### config.mk
export PLATFORM = sky130hd
export DESIGN_NAME = uni_shift_reg_n
export DESIGN_NICKNAME = d
export VERILOG_FILES = /design/src/rtl/uni_shift_reg_n.sv
export SDC_FILE = /design/constraint.sdc
export NUM_CORES = 1
export LEC_CHECK = 0
export BUFFER_PORTS_ARGS = -buffer_cell sky130_fd_sc_hd__buf_2
export CAP_MARGIN = 20
export CORE_MARGIN = 1
export CORE_UTILIZATION = 50
export DETAILED_ROUTE_END_ITERATION = 8
export PLACE_DENSITY_LB_ADDON = 0.08
export SETUP_SLACK_MARGIN = 0.4
export SLEW_MARGIN = 20
export SYNTH_ARGS = -nofsm -noshare
export SYNTH_HDL_FRONTEND = slang
export SYNTH_SLANG_ARGS = --single-unit
### constraint.sdc
create_clock -name clk -period 1.6 [get_ports clk]
set_input_delay 0.16 -clock clk [delete_from_list [all_inputs] [get_ports clk]]
set_output_delay 0.16 -clock clk [all_outputs]
set_load 0.1 [all_outputs]
### src/rtl/uni_shift_reg_n.sv
// uni_shift_reg_n: multi-step universal shift register with IDLE/RUN/DONE sequencing; define USR_ROTATE_EN to enable rotate modes 100/101.
module uni_shift_reg_n #(
    parameter int WIDTH = 8,
    parameter int CNT_W = 4
) (
    input  logic             clk,
    input  logic             reset,
    input  logic             start,
    input  logic [2:0]       mode,
    input  logic [CNT_W-1:0] count,
    input  logic [WIDTH-1:0] par_in,
    input  logic             serial_in_l,
    input  logic             serial_in_r,
    output logic [WIDTH-1:0] data_out,
    output logic             serial_out_l,
    output logic             serial_out_r,
    output logic             busy,
    output logic             done
);
    localparam logic [1:0] IDLE = 2'd0, RUN = 2'd1, DONE = 2'd2;
    logic [1:0]       state;
    logic [2:0]       mode_q;
    logic [CNT_W-1:0] rem;
    logic [2:0]       m;
    logic [WIDTH-1:0] rol, ror, nxt;
    logic             rot_en, accept, shifting, multi;
`ifdef USR_ROTATE_EN
    assign rot_en = 1'b1;
    assign rol    = {data_out[WIDTH-2:0], data_out[WIDTH-1]};
    assign ror    = {data_out[0], data_out[WIDTH-1:1]};
`else
    assign rot_en = 1'b0;
    assign rol    = data_out;
    assign ror    = data_out;
`endif
    assign accept   = start && (state == IDLE || state == DONE);
    // The step on the acceptance edge uses the incoming mode; later steps use the captured one.
    assign m        = accept ? mode : mode_q;
    assign shifting = m == 3'b001 || m == 3'b010 || m == 3'b110 || (rot_en && (m == 3'b100 || m == 3'b101));
    assign multi    = shifting && count > CNT_W'(1);
    always_comb
        nxt = m == 3'b001 ? {data_out[WIDTH-2:0], serial_in_l} :
              m == 3'b010 ? {serial_in_r, data_out[WIDTH-1:1]} :
              m == 3'b011 ? par_in :
              m == 3'b100 ? rol :
              m == 3'b101 ? ror :
              m == 3'b110 ? {data_out[WIDTH-1], data_out[WIDTH-1:1]} :
              m == 3'b111 ? '0 : data_out;
    always_ff @(posedge clk) begin
        if (reset) begin
            data_out <= '0;
            state    <= IDLE;
            rem      <= '0;
            mode_q   <= '0;
        end else if (accept) begin
            data_out <= nxt;
            mode_q   <= mode;
            state    <= multi ? RUN : DONE;
            rem      <= multi ? count - 1'b1 : '0;
        end else if (state == RUN) begin
            data_out <= nxt;
            rem      <= rem - 1'b1;
            state    <= rem == CNT_W'(1) ? DONE : RUN;
        end else begin
            state    <= IDLE;
        end
    end
    assign serial_out_l = data_out[WIDTH-1];
    assign serial_out_r = data_out[0];
    assign busy         = state == RUN;
    assign done         = state == DONE;
endmodule

==> results_dict.tcl <==
set metrics [dict create \
    outcome "completed" \
    finalHoldViolCount 0 \
    netlist_instances 137 \
    drc 0 \
    worstPathArrival_ns 1.82 \
    wl_mm 3.15 \
    post-route-min-period_ns 1.58 \
    final_layout_size_suffix_gt1_share_pct 46.7 \
    syn_area_um2 1120 \
    ctsRootBufferMaster "clkbuf_4" \
    crit_family "flip-flops" \
    port_buffers 31 \
    synth_edf_count 0 \
    dr.pass1.iters 4 \
    power_frac_clock_pct 19.7 \
    peakVddDrop_uv 594 \
    hold_slack_ns 0.0984 \
    net-switching-power_w 0.000463 \
    clockBufferDepth 2 \
    grt_usage_pct 26.5 \
    synth_seq_cells 17 \
    power.leakage_nw 0.741 \
    yosys-top-cells-count "nand2_1, dfxtp_1, nor2_1" \
    path_max_fanout 7 \
    use_met2_pct 43.2 \
    yosysWarnings 0 \
    yosys.area.top_type "dfxtp_1" \
    crit_required_ns 1.84 \
    critical_path_class "register to register" \
    dieArea_um2 2430 \
    cp_num_buf_inv 2 \
    min_path_type "primary input to register" \
    antenna_found_initial 0 \
    drt_iter0_drc 16 \
    nets 207 \
    p_seq_share_pct 38.9 \
    crit_path_end_kind "register" \
    synth_area_leaders "dfxtp_1, nand2_1, a221oi_1" \
    maxSlewHeadroom_pct 67.9 \
    synth_fp_nets 161 \
    start_util_pct 55.3 \
    rsz0062_at_grt "true" \
    cts_made_buffers 3 \
    worstPathCellList "nand2b_4, mux2i_4, buf_6, buf_16, nand2_1, a221oi_2, a21o_1" \
    ys_types 37 \
    p_comb_share_pct 41.5 \
    async_flop_share_pct 0 \
    max_stage_delay_ns 0.36 \
    synthMostInstantiatedCell "nand2_1" \
    vias 1176 \
    avgSynthCellArea_um2 8.16 \
    synth_ff_type "dfxtp_1" \
    grt-ovfl-total 0 \
    cts_tree "built" \
    grt_pass1_vias 1106 \
    via_per_inst 5.63 \
    coreArea_um2 2020 \
    clk_pin_slew_ns 0.11 \
    grt_pass1_wl_mm 4.95 \
    synthToLayoutAreaGrowth_pct 47.5 \
    worst_slew_pin_slew_ns 0.485 \
    dp_hpwl_mm 2.07 \
    wl_per_cell_um 15.1 \
    top_usage_layer "met2" \
    drv_slew 0 \
    setup_viol 0 \
    timing.final.crit_share_pct 98.6 \
    startpoint_type "register" \
    maxCapViolCount 0 \
    die_h_um 49.3 \
    p_sw_share_pct 38.1 \
    fillers 122 \
    powerDensity_nw_per_um2 737 \
    fmax_mhz 634 \
    grtUsageMet3_pct 3.74 \
    grtUsageMet1_pct 34.5 \
    tns_ns 0 \
    ant_nets 0 \
    grt_max_degree 15 \
    io_pins 32 \
    die_w_um 49.3 \
    intPower_w 0.000752 \
    critPathSlowestCell "dfxtp_2" \
    num_rows 16 \
    diodes 0 \
    yosysTopAreaCellShare_pct 30.5 \
    gp_congestion 0.894 \
    clock-sinks 17 \
    fin_worst_skew_ns 0.00563 \
    insertion_delay_ns 0.29 \
    ctsHtreeMaxLevel 1 \
    ys_seq_area_share_pct 30.5 \
]
power groups by stage:
| stage | sequential [W] | clock [W] | combinational (W) |
|---|---|---|---|
| 2_1_floorplan | 0.000529 | 0 | 0.000247 |
| 3_3_place_gp | 0.000477 | 0 | 0.000392 |
| 3_5_place_dp | 0.000479 | 0 | 0.000403 |
| 4_1_cts | 0.000470 | 0.000245 | 0.000467 |
| 5_1_grt | 0.000476 | 0.000263 | 0.000533 |
| 6_report | 0.000472 | 0.000239 | 0.000504 |
worst reg2reg max path, delay by kind of cell, from the launching register on:
family,cells,cell delay [ns]
compound gates,2,0.32
buf+inv,2,0.27
flops,1,0.36
mux,1,0.34
simple gates,2,0.23
state kept, by name (all words and copies together), names as in the netlist:
register,flops
data_out,8
mode_q,3
rem,4
state,2
worst paths after layout:
kind / start / end / slack [ns] / depth (start not counted)
max: state[0] / data_out[3] / 0.02 / 7
min: count[0] / rem[0] / 0.1 / 2
max reg2reg: state[0] / data_out[3] / 0.02 / 7
min reg2reg: data_out[2] / data_out[2] / 0.49 / 1
metal layers:
| layer | wire length [um] | up-vias |
|---|---|---|
| li1 | - | 578 |
| met2 | 1590 | 38 |
| met1 | 1440 | 556 |
| met3 | 103 | 4 |
| met4 | 27 | 0 |
| met5 | 0 | - |
stage by stage:
| stage | setup slack, ns | utilization (%) | std cells | power, W | cell area (um2) |
|---|---|---|---|---|---|
| CTS | 0.0460 | 78.1 | 205 | 0.00118 | 1580 |
| global placement | 0.0448 | 69.6 | 193 | 0.000870 | 1410 |
| finish | 0.0223 | 81.5 | 209 | 0.00121 | 1650 |
| floorplan | 0.0987 | - | 137 | 0.000776 | 1190 |
| global route | -0.0837 | 81.5 | 209 | 0.00127 | 1650 |
| detailed placement | 0.00859 | 69.6 | 193 | 0.000882 | 1410 |
what timing repair did:
action                     4_1_cts  5_1_grt
setup endpoints to repair       24       17
setup buffers                    7        4
pin swaps                        2        2
hold buffers                     0        0
gates resized for setup         20       12
gates cloned                     1        0
logic make-up after synthesis:
| logic type | synth area share (%) |
|---|---|
| muxes | 5.93 |
| adders and majority gates | 4.48 |
| DFF | 30.5 |
| xor gates and xnor gates | 2.35 |
| AOI/OAI and AO/OA | 26.2 |
| and+or+nand+nor | 24.4 |
| buffers and inverters | 6.16 |
cells in the final DEF (no fill, tap or decap), drive strengths merged, types with 6 or more instances in the layout:
cell type / n
buf: 48
nand2: 27
dfxtp: 17
o21ai: 11
nor2: 9
a221oi: 8
a21o: 8
nand2b: 6
a21oi: 6
cell type report:
type	instances	area, um2	share of cell area, %
Timing Repair Buffer	48	395	24.0
Inverter	5	22.5	1.37
Multi-Input combinational cell	108	813	49.4
Sequential cell	17	357	21.6
Clock buffer	4	26.3	1.59
Tap cell	27	33.8	2.05
No activity file was read; power rests on OpenSTA's default activity.
